==> config.mk <==
export PLATFORM = sky130hd
export DESIGN_NAME = serial_paralelo_rx
export DESIGN_NICKNAME = d
export VERILOG_FILES = /design/src/rtl/serial_paralelo_rx.sv
export SDC_FILE = /design/constraint.sdc
export NUM_CORES = 1
export LEC_CHECK = 0
export BUFFER_PORTS_ARGS = -buffer_cell sky130_fd_sc_hd__buf_4
export CAP_MARGIN = 20
export CORE_UTILIZATION = 55
export DETAILED_ROUTE_END_ITERATION = 6
export PLACE_DENSITY = 0.73
export SYNTH_ARGS = -nofsm -noshare
export SYNTH_HDL_FRONTEND = slang
export SYNTH_SLANG_ARGS = --single-unit
==> constraint.sdc <==
create_clock -name clk_32f -period 1.8 [get_ports clk_32f]
set_input_delay 0 -clock clk_32f [delete_from_list [all_inputs] [get_ports clk_32f]]
set_output_delay 0 -clock clk_32f [all_outputs]
set_load 0.05 [all_outputs]
==> src/rtl/serial_paralelo_rx.sv <==
// Purpose : 1-bit line deserialiser; aligns on COM, reports IDLE/data bytes once ACTIVE.
// Latency : outputs reflect a byte on the same edge that samples its last bit (registered).
// Backpressure: none; the line never stalls, every byte is reported once per 8 clk_32f.
// Optional: define RX_BYTE_CNT_EN to add the saturating byte_count output.
module serial_paralelo_rx #(
    parameter logic [7:0] COM_SYM   = 8'hBC,
    parameter logic [7:0] IDLE_SYM  = 8'h7C,
    parameter int         BC_NEEDED = 4
) (
    input  logic        clk_32f,
    input  logic        reset,
    input  logic        data_in,
    output logic [7:0]  data_out,
    output logic        valid_out,
    output logic        IDLE_OUT,
    output logic        active,
    output logic        byte_strobe
`ifdef RX_BYTE_CNT_EN
    ,
    output logic [15:0] byte_count
`endif
);

    typedef enum logic [1:0] {
        ST_HUNT   = 2'd0,
        ST_ALIGN  = 2'd1,
        ST_ACTIVE = 2'd2
    } state_t;

    localparam logic [3:0] BC_N = BC_NEEDED[3:0];

    state_t      r_state;
    state_t      w_state_nxt;
    // Only the 7 most recent bits are needed: the 8th comes straight from data_in.
    logic [6:0]  r_sr;
    logic [2:0]  r_bit_cnt;
    logic [3:0]  r_bc_cnt;

    logic [7:0]  w_nb;
    logic        w_is_com;
    logic        w_is_idle;
    logic        w_boundary;
    logic [3:0]  w_bc_inc;

    assign w_nb       = {r_sr, data_in};
    assign w_is_com   = (w_nb == COM_SYM);
    assign w_is_idle  = (w_nb == IDLE_SYM);
    assign w_boundary = (r_bit_cnt == 3'd7);
    assign w_bc_inc   = r_bc_cnt + 4'd1;

    // State register.
    always_ff @(posedge clk_32f) begin
        if (reset) begin
            r_state <= ST_HUNT;
        end else begin
            r_state <= w_state_nxt;
        end
    end

    // Next state: bit-wise COM search, then COM counting on byte boundaries.
    always_comb begin
        w_state_nxt = r_state;
        case (r_state)
            ST_HUNT: begin
                if (w_is_com) begin
                    w_state_nxt = (BC_N == 4'd1) ? ST_ACTIVE : ST_ALIGN;
                end
            end
            ST_ALIGN: begin
                if (w_boundary) begin
                    if (!w_is_com) begin
                        w_state_nxt = ST_HUNT;
                    end else if (w_bc_inc == BC_N) begin
                        w_state_nxt = ST_ACTIVE;
                    end
                end
            end
            ST_ACTIVE: begin
                // Sticky until reset; no loss-of-sync detection.
                w_state_nxt = ST_ACTIVE;
            end
            default: begin
                w_state_nxt = ST_HUNT;
            end
        endcase
    end

    // Shift register, bit/COM counters and registered byte classification.
    always_ff @(posedge clk_32f) begin
        if (reset) begin
            r_sr        <= '0;
            r_bit_cnt   <= '0;
            r_bc_cnt    <= '0;
            data_out    <= '0;
            valid_out   <= 1'b0;
            IDLE_OUT    <= 1'b0;
            active      <= 1'b0;
            byte_strobe <= 1'b0;
`ifdef RX_BYTE_CNT_EN
            byte_count  <= '0;
`endif
        end else begin
            r_sr        <= w_nb[6:0];
            active      <= (w_state_nxt == ST_ACTIVE);
            byte_strobe <= 1'b0;
            case (r_state)
                ST_HUNT: begin
                    if (w_is_com) begin
                        r_bit_cnt <= 3'd0;
                        r_bc_cnt  <= 4'd1;
                    end
                end
                ST_ALIGN: begin
                    r_bit_cnt <= r_bit_cnt + 3'd1;
                    if (w_boundary) begin
                        r_bc_cnt <= w_is_com ? w_bc_inc : 4'd0;
                    end
                end
                ST_ACTIVE: begin
                    r_bit_cnt <= r_bit_cnt + 3'd1;
                    if (w_boundary) begin
                        byte_strobe <= 1'b1;
                        if (w_is_com) begin
                            valid_out <= 1'b0;
                            IDLE_OUT  <= 1'b0;
                        end else if (w_is_idle) begin
                            valid_out <= 1'b0;
                            IDLE_OUT  <= 1'b1;
                        end else begin
                            data_out  <= w_nb;
                            valid_out <= 1'b1;
                            IDLE_OUT  <= 1'b0;
`ifdef RX_BYTE_CNT_EN
                            if (byte_count != 16'hFFFF) begin
                                byte_count <= byte_count + 16'd1;
                            end
`endif
                        end
                    end
                end
                default: begin
                    r_bit_cnt <= 3'd0;
                end
            endcase
        end
    end

endmodule

-- Word-level counts from Yosys, hierarchy flattened
Index checks and enable logic that the tools add are counted.
- bits in registers: 28
- input bits: 3
- output and inout bits: 12
- $add $sub $neg: 2
- equality and inequality tests: 9
- muxes and demuxes: 16
- bitwise gates (word level): 3
- reductions and logical operators: 7
- operator list (kind ; number):
    4-bit two-way mux ; 3
    8-bit by 7-bit equality test with 1-bit output, second input constant ; 1
    8-bit equality test, second input constant ; 1
    2-bit two-way mux ; 4
    4-bit one-hot mux with 2 select lines ; 1
    2-bit one-hot mux with 3 select lines ; 1
    3-bit one-hot mux with 2 select lines ; 1
    1-bit two-way mux ; 5
    4-bit by 1-bit adder with 4-bit output, second input constant ; 1
    2-bit equality test, second input constant ; 2
    4-bit by 3-bit equality test with 1-bit output, second input constant ; 1
    2-bit != test, second input constant ; 2
    4-bit AND reduction ; 1
    2-bit OR reduction ; 2
    3-bit by 1-bit adder with 3-bit output, second input constant ; 1
    3-bit equality test, second input constant ; 1
    3-bit two-way mux ; 1
    1-bit NOT ; 3
    3-bit AND reduction ; 1
    2-bit by 1-bit equality test with 1-bit output, second input constant ; 1
    2-bit zero test ; 1
    2-bit AND reduction ; 1
    2-bit nonzero test ; 1

-- Depth between registers and ports, before layout
Gate-level depths: netlist of run 1.
- word-level depth: 7
- gate-level depth with buffers: 7
- depth with buffers taken out: 7

-- Worst setup path after synthesis of run 1
Ideal clock, no wire load.
- kind: reg-to-reg
- from: register r_sr[0]
- to: register r_bc_cnt[1]
- data arrival time: 1388 ps
- required time: 1672 ps
- path slack: 285 ps
- stages on the path, launching flop included: 6
- buffers on the path: 0
- period minus slack after synthesis: 1515 ps
- cell sequence: dfxtp_1 nand4bb_1 o31ai_1 nand2_1 a22oi_1 nor2_1
- word-level cells in the longest chain between the ends: 4
- ends and longest elaborated chain (what ; line ; source):
    start, declared ; 35 ; logic [6:0] r_sr;
    start signal, assigned ; 103 ; r_sr <= w_nb[6:0];
    8-bit equality test (*) ; 46 ; assign w_is_com = (w_nb == COM_SYM);
    4-bit two-way mux ; 116 ; r_bc_cnt <= w_is_com ? w_bc_inc : 4'd0;
    4-bit two-way mux ; 115 ; if (w_boundary) begin
    4-bit one-hot mux with 2 select lines ; 106 ; case (r_state)
    end signal, assigned ; 116 ;
    end, declared ; 37 ; logic [3:0] r_bc_cnt;
Every way passes the cells marked *; elsewhere a longest branch is shown, timed or not. The select of a mux whose other input is x is not followed.
A chain may end at the register's enable or synchronous reset.

-- Worst setup path in the final report of run 1
- from: input data_in
- to: register active
- word-level cells in the longest chain between the ends: 5
- ends and longest elaborated chain (what ; line ; source):
    start, declared ; 12 ; input logic data_in,
    8-bit equality test (*) ; 46 ;
    2-bit two-way mux ; 71 ; if (!w_is_com) begin
    2-bit two-way mux ; 70 ; if (w_boundary) begin
    2-bit one-hot mux with 3 select lines (*) ; 63 ; case (r_state)
    2-bit equality test (*) ; 104 ; active <= (w_state_nxt == ST_ACTIVE);
    end signal, assigned ; 104 ;
    end, declared ; 16 ; output logic active,
Every way passes the cells marked *; elsewhere a longest branch is shown, timed or not.

==> results of run 1 <==
==> layout make-up <==
| cell class | count | area [µm²] |
|---|---|---|
| Sequential cell | 28 | 561 |
| Inverter | 3 | 11.3 |
| Clock buffer | 3 | 22.5 |
| Multi-Input combinational cell | 90 | 591 |
| Timing Repair Buffer | 18 | 138 |
| Tap cell | 27 | 33.8 |
| Fill cell | 181 | 646 |
==> metal layers <==
layer	global-route usage (%)	share of wire [%]	up-vias
li1	-	-	462
met1	22.1	48	402
met2	31.2	47	14
met3	4.72	3.0	4
met4	10.3	1.3	0
met5	0	0	-
==> sequential cells by signal, summed over array words and instances (netlist names) <==
name / flops
data_out: 8
byte_strobe: 1
r_sr: 7
IDLE_OUT: 1
r_bit_cnt: 3
valid_out: 1
r_bc_cnt: 4
r_state: 2
active: 1
==> cells in the final DEF (no fill, tap or decap) <==
master / Yosys / layout
a21boi_1: 1 / 1
a21o_1: 1 / 1
a21oi_1: 7 / 7
a22oi_1: 2 / 2
a31oi_1: 2 / 2
and2_1: 1 / 1
buf_4: 0 / 17
clkbuf_4: 0 / 3
dfxtp_1: 28 / 28
dlygate4sd3_1: 0 / 1
ha_1: 8 / 8
inv_1: 3 / 3
mux2i_1: 9 / 9
nand2_1: 9 / 9
nand2b_1: 1 / 1
nand3_1: 7 / 7
nand3b_1: 1 / 1
nand4bb_1: 1 / 1
nor2_1: 17 / 17
nor2_2: 1 / 1
nor2b_1: 9 / 9
nor3_1: 1 / 1
nor3b_1: 1 / 1
o21ai_0: 3 / 3
o21bai_1: 1 / 1
o2bb2ai_2: 1 / 1
o31a_1: 1 / 1
o31ai_1: 1 / 1
or3_1: 2 / 2
xnor2_1: 1 / 1
xor2_1: 1 / 1
==> worst paths after layout <==
check                      end  slack (ps)  cells past startpoint    startpoint
hold / removal        IDLE_OUT          20                      2         reset
setup reg to reg        active         160                      5       r_sr[0]
setup / recovery        active         160                      7       data_in
hold reg to reg   r_bit_cnt[1]         490                      2  r_bit_cnt[1]
==> through the flow <==
step	hold slack (ps)	utilization, %	std cells
6_report	23.0	67.8	169
5_1_grt	26.0	67.8	169
4_1_cts	16.0	67.8	169
3_5_place_dp	247	66.1	165
3_3_place_gp	235	66.1	165
2_1_floorplan	128	-	126
==> cell usage after synthesis, drive strengths merged (3+ instances only) <==
cell type	n
nand3	7
inv	3
o21ai	3
mux2i	9
clkbuf	3
nor2	18
nand2	9
nor2b	9
a21oi	7
ha	8
dfxtp	28
==> worst register-to-register path: stages, from the launching register on <==
cell,delay [ps]
dfxtp_1,340
nand4bb_1,220
or3_1,530
a21o_1,230
o2bb2ai_2,140
and2_1,140
==> kinds of logic after synthesis <==
kind of cell / Yosys count / synth area share [%]
adders and majority gates: 8 / 8.41
DFF: 28 / 47.1
and+or+nand+nor: 51 / 21.1
buffers and inverters: 8 / 3.26
AOI/OAI and AO/OA: 20 / 11.0
xor gates and xnor gates: 2 / 1.47
muxes: 9 / 7.57
==> power breakdown <==
| part | switching [mW] | total, mW | internal (mW) |
|---|---|---|---|
| Combinational | 0.0113 | 0.0188 | 0.00755 |
| Clock | 0.163 | 0.242 | 0.0784 |
| Sequential | 0.00262 | 0.626 | 0.623 |
==> what timing repair did <==
action,CTS,global route
endpoints found under the hold margin,2,0
gates resized for setup,0,0
hold buffers,1,0
==> metrics.md, run 1 <==
| Metric | Value |
|---|---|
| Initial DRC count | `14` |
| Largest net degree at the start of global routing | `28` |
| IO Pins | `15` |
| Final Instance Area | `1360 µm²` |
| Sum Neg Setup Slack | `0 ps` |
| Die Y | `48.5 µm` |
| Clock Path Buffers | `2` |
| CP top delay family | `simple AND/OR/NAND/NOR gates` |
| Wire per inst | `12.0 µm` |
| Final HPWL DP | `1.49 mm` |
| Clock sinks | `28` |
| CP max stage cell | `dlygate4sd3_1` |
| CTS H-tree lvls | `1` |
| Buf/Inv on CP | `2` |
| Avg Synthesized Cell Area | `9.44 µm²` |
| CTS Buf Count | `3` |
| CP endpoint kind | `register` |
| Diode count | `0` |
| WP data arrival | `1910 ps` |
| Die area | `2350 µm²` |
| P_leak | `0.553 nW` |
| Placement Setup Slack | `180 ps` |
| Pre-Repair DR Iteration Count | `2` |
| WP data required | `2070 ps` |
| Layout cells sized above 1 | `15.5%` |
| Worst Hold Class | `in2reg` |
| Setup bufs post-CTS | `0` |
| Register area share after synthesis | `47.1%` |
| YS warnings | `0` |
| Yosys cell types | `31` |
| # setup viols final | `0` |
| Crit path max fanout | `8` |
| Ys flop type | `dfxtp_1` |
| Fin. Hold Viols | `0` |
| Power Total | `886 µW` |
| Grt ovf | `0` |
| Max Cap Violations | `0` |
| Fraction of registers with async set/reset | `0%` |
| Core Area | `2000 µm²` |
| Mapped cell area | `1190 µm²` |
| Synth area leaders | `dfxtp_1, ha_1, mux2i_1` |
| Max Freq | `611 MHz` |
| Worst-Skew Late Latency | `310 ps` |
| Num rows | `16` |
| Starting Density | `59.4%` |
| Area growth syn-to-layout | `14.0%` |
| Final WS setup | `163 ps` |
| Synth Net Count | `137` |
| Yosys top cell by area | `dfxtp_1` |
| Initial antenna violation count | `0` |
| NumNets Final | `155` |
| First-pass GRT wire length | `3.46 mm` |
| Worst path cell trace | `dlygate4sd3_1 -> buf_4 -> nand4bb_1 -> or3_1 -> a21o_1 -> o2bb2ai_2 -> and2_1` |
| IO Port Bufs | `14` |
| Total GRT Usage | `18.8%` |
| Via count | `882` |
| Pwr dens | `653 nW/µm²` |
| Crit Path Class | `in2reg` |
| Number of global-route vias before repair | `824` |
| Routed wire length | `2.03 mm` |
| CTS tree | `yes` |
| Die width | `48.5 µm` |
| RSZ-0062 raised after global routing | `no` |
| Final Max Slew Viols | `0` |
| Peak VDD IR | `0.532 mV` |
| Relative slew margins | `81.8%` |
| Fin crit period | `1640 ps` |
| GP Congestion | `0.773` |
| Number of synthesized flops with an enable pin | `0` |
| Worst Clk Skew | `1.12 ps` |
| Root Driver | `clkbuf_4` |
| Worst Tran Pin Value | `273 ps` |
| Via-to-Cell Ratio | `5.22` |
| Setup crit start kind | `primary input` |
| Routed Antenna Nets | `0` |
| Yosys top cell area share | `47.1%` |
| Placed Area | `1320 µm²` |
| Seq cells post-synth | `28` |
| Period utilisation layout | `91.0%` |
| Status | `finished clean` |
| Cell count after synthesis | `126` |
| CP max stage delay | `530 ps` |
| Reg clk slew, reported paths | `130 ps` |
| Drc violations | `0` |
Power figures use the tool's default switching activity.
==> run 2, diff against run 1 <==
CORE_ASPECT_RATIO = 1.25   (was not set)
SETUP_SLACK_MARGIN = 0.2   (was not set)
==> metrics.md, run 2 (synthesized netlist as in run 1, its figures left out) <==
| Metric | Value |
|---|---|
| Max reg flops | `8` |
| Via count | `939` |
| GP Congestion | `0.861` |
| Sum Neg Setup Slack | `0 ps` |
| WP data arrival | `1810 ps` |
| Die width | `43.6 µm` |
| First-pass GRT wire length | `3.49 mm` |
| Via-to-Cell Ratio | `5.73` |
| IO Pins | `15` |
| Reg clk slew, reported paths | `140 ps` |
| Cell count of the worst reg-to-reg path | `5` |
| Final Max Slew Viols | `0` |
| # setup viols final | `0` |
| Clock sinks | `28` |
| WP data required | `2040 ps` |
| RSZ-0062 raised after global routing | `yes` |
| Pre-Repair DR Iteration Count | `7` |
| NumNets Final | `157` |
| P_leak | `0.564 nW` |
| Final HPWL DP | `1.58 mm` |
| Fin. Hold Viols | `0` |
| Worst Tran Pin Value | `263 ps` |
| Pwr dens | `618 nW/µm²` |
| Max Freq | `640 MHz` |
| Period utilisation layout | `86.9%` |
| Die Y | `54.0 µm` |
| Most flops, register | `data_out` |
| IO Port Bufs | `14` |
| Worst-Skew Late Latency | `320 ps` |
| Wire per inst | `14.3 µm` |
| Commonest non-fill, non-tap cell in the layout | `dfxtp_1` |
| Peak VDD IR | `0.620 mV` |
| Worst Clk Skew | `3.74 ps` |
| Clock Path Buffers | `2` |
| Fin crit period | `1560 ps` |
| Routed Antenna Nets | `0` |
| Area growth syn-to-layout | `22.7%` |
| Crit path max fanout | `8` |
| Die area | `2350 µm²` |
| Initial antenna violation count | `0` |
| Reg2Reg Setup Slack | `240 ps` |
| CP endpoint kind | `register` |
| Diode count | `0` |
| Failing checks | `DRC` |
| Root Driver | `clkbuf_4` |
| Hold Crit Depth | `2` |
| Setup crit start kind | `register` |
| Total GRT Usage | `20.4%` |
| CTS tree | `yes` |
| Grt ovf | `0` |
| CTS H-tree lvls | `1` |
| Routed wire length | `2.35 mm` |
| Worst Hold Class | `in2reg` |
| Hold WS | `14.7 ps` |
| Starting Density | `59.4%` |
| Drc violations | `1` |
| Crit Path Class | `reg2reg` |
| Layout cells sized above 1 | `28.5%` |
| Relative slew margins | `82.3%` |
| Most frequent cells in the layout | `dfxtp_1, buf_4, nor2_1` |
| Largest net degree at the start of global routing | `28` |
| Number of global-route vias before repair | `857` |
| Core Area | `2000 µm²` |
| Max Cap Violations | `0` |
| Status | `finished, violations left` |
| Num rows | `18` |
| CTS Buf Count | `3` |
| Initial DRC count | `16` |
| Largest regs | `data_out: 8 flops, r_sr: 7 flops, r_bc_cnt: 4 flops` |
## run 2: cell types whose count changed in the layout (fill, tap and decap cells not counted), sizes merged
cell  delta
buf      +2
## run 2: repair_timing
| item | 4_1_cts | 5_1_grt |
|---|---|---|
| setup buffers | 0 | 2 |
| setup endpoints to repair | 4 | 13 |
| gates resized for setup | 5 | 18 |
| hold buffers | 1 | 0 |
| pin swaps | 1 | 5 |
| cloned | 0 | 0 |
| endpoints found under the hold margin | 2 | 0 |
## run 2: routing by layer
metal / up-vias / part of all wire [%] / track usage [%]
li1: 465 / - / -
met2: 15 / 54 / 38.8
met1: 451 / 41 / 21.6
met4: 0 / 2.5 / 11.5
met5: - / 0 / 0
met3: 8 / 2.4 / 2.01
## run 2: final timing paths
path | endpoint | start
worst max-delay path | active | r_sr[0]
worst min-delay path | data_out[3] | reset
worst max register to register | active | r_sr[0]
worst min register to register | r_sr[2] | r_sr[1]
## run 2: final cells by class
cell class | count | area, µm²
tap | 20 | 25.0
inverter | 3 | 11.3
fill | 156 | 544
sequential | 28 | 572
multi-input combinational | 90 | 677
timing repair buffer | 20 | 153
clock buffer | 3 | 22.5
## run 2: worst max-delay path: stages, from the launching register on
cell	delay [ps]
dfxtp_2	350
nand4bb_4	220
or3_4	450
a21boi_2	190
a31oi_2	110
and2_1	160
## run 2: through the flow
stage / area, µm² / power, mW / utilization, % / instances / setup slack, ps
finish: 1460 / 0.903 / 72.8 / 164 / 236
floorplan: 1190 / 0.651 / - / 126 / 285
global placement: 1320 / 0.657 / 65.6 / 158 / 244
CTS: 1360 / 0.902 / 67.8 / 162 / 204
global route: 1460 / 0.931 / 72.8 / 164 / 169
detailed placement: 1320 / 0.657 / 65.6 / 158 / 159
## run 2: report_power, final
part           internal, mW  switching (mW)
clock                0.0785           0.179
sequential            0.622         0.00294
combinational       0.00894          0.0114
==> run 3, diff against run 2 <==
CORE_MARGIN = 8   (was not set)
CORE_UTILIZATION = 40   (was 55)
PLACE_DENSITY = 0.58   (was 0.73)
clock period = 1.42 ns   (was 1.8 ns; I/O delays follow)
==> metrics.md, run 3 (synthesized netlist as in run 1, its figures left out) <==
| Metric | Value |
|---|---|
| IO Port Bufs | `14` |
| Die width | `64.8 µm` |
| Clock Path Buffers | `2` |
| Relative slew margins | `81.2%` |
| Clock sinks | `28` |
| Routed Antenna Nets | `0` |
| Wire per inst | `13.0 µm` |
| Worst Clk Skew | `3.40 ps` |
| # setup viols final | `12` |
| Initial DRC count | `27` |
| Setup crit start kind | `register` |
| Fin. Hold Viols | `0` |
| Via-to-Cell Ratio | `4.94` |
| Failing checks | `setup timing` |
| CTS Buf Count | `3` |
| Diode count | `0` |
| Most frequent cells in the layout | `buf_4, dfxtp_1, nor2_1` |
| Worst Hold Class | `in2reg` |
| Max Freq | `663 MHz` |
| IO Pins | `15` |
| Pwr dens | `761 nW/µm²` |
| RSZ-0062 raised after global routing | `yes` |
| CP endpoint kind | `register` |
| Crit Path Class | `reg2reg` |
| NumNets Final | `184` |
| Period utilisation layout | `106%` |
| Largest regs | `data_out: 8 flops, r_sr: 7 flops, r_bc_cnt: 4 flops` |
| Routed wire length | `2.70 mm` |
| CTS tree | `yes` |
| Die area | `4990 µm²` |
| CTS H-tree lvls | `1` |
| Pre-Repair DR Iteration Count | `4` |
| Via count | `1028` |
| Worst-Skew Late Latency | `330 ps` |
| Worst Tran Pin Value | `281 ps` |
| Commonest non-fill, non-tap cell in the layout | `buf_4` |
| Fin crit period | `1510 ps` |
| Status | `finished, violations left` |
| Reg clk slew, reported paths | `150 ps` |
| Final HPWL DP | `1.74 mm` |
| Initial antenna violation count | `0` |
| Final Max Slew Viols | `0` |
| WP data required | `1670 ps` |
| Most flops, register | `data_out` |
| Max reg flops | `8` |
| Num rows | `22` |
| P_leak | `0.735 nW` |
| Crit path max fanout | `6` |
| Final Instance Area | `1780 µm²` |
| Placed cells | `190` |
| First-pass GRT wire length | `4.75 mm` |
| Die Y | `77.0 µm` |
| Peak VDD IR | `0.644 mV` |
| Max Cap Violations | `0` |
| Starting Density | `41.2%` |
| Placed Area | `1480 µm²` |
| Final WS setup | `-88.2 ps` |
| GP Congestion | `0.900` |
| Area growth syn-to-layout | `49.3%` |
| Largest net degree at the start of global routing | `28` |
| Layout cells sized above 1 | `45.9%` |
| Total GRT Usage | `11.7%` |
| Root Driver | `clkbuf_4` |
| Grt ovf | `0` |
| Fin cells | `208` |
| Core Area | `2890 µm²` |
| Number of global-route vias before repair | `1088` |
| WP data arrival | `1760 ps` |
| Drc violations | `0` |
==> run 3: path summary, 6_finish.rpt <==
kind	slack [ps]	endpoint	start	cells past startpoint
max	-90	active	r_sr[0]	5
min	220	IDLE_OUT	data_in	5
max reg2reg	-90	active	r_sr[0]	5
min reg2reg	490	r_sr[3]	r_sr[2]	1
==> run 3: through the flow <==
step	power [mW]	worst slack (ps)	hold slack (ps)	TNS [ps]	util, %
after floorplan	0.828	-41.3	128	-89.8	-
after global placement	0.841	-68.2	237	-634	51.2
after detailed placement	0.841	-132	250	-1210	51.2
after CTS	1.38	-74.9	215	-399	60.3
after global routing	1.41	-162	218	-1790	61.5
final	1.35	-88.2	216	-523	61.5
==> run 3: cell type report <==
class,instances,area (µm²)
clock buffers,3,22.5
multi-input cells,90,718
well taps,36,45.0
fillers,245,1110
inverters,3,11.3
clock inverters,1,30.0
repair buffers,47,373
flip-flops and latches,28,577
==> run 3: critical path, cell delays in order (launching register included) <==
cell       delay (ps)
dfxtp_2           350
nand4bb_4         220
or3_4             460
a21boi_1          140
a31oi_1           110
and2_1            140
==> run 3: metal layers <==
layer  share of wire (%)  track usage, %  up-vias
li1                    -               -      521
met1                  42            13.2      491
met5                   0               0        -
met4                 2.0            5.25        0
met3                 1.9            2.47        5
met2                  54            20.1       11
==> run 3: power breakdown <==
part / switching (mW) / internal [mW]
combinational: 0.0176 / 0.0177
sequential: 0.00309 / 0.787
clock: 0.241 / 0.286
==> run 3: what timing repair did <==
item	CTS	global route
gates cloned	1	0
setup endpoints to repair	20	20
pin swaps	9	5
hold endpoints to repair	3	0
gates resized for setup	35	7
hold buffers	2	0
setup buffers	8	3
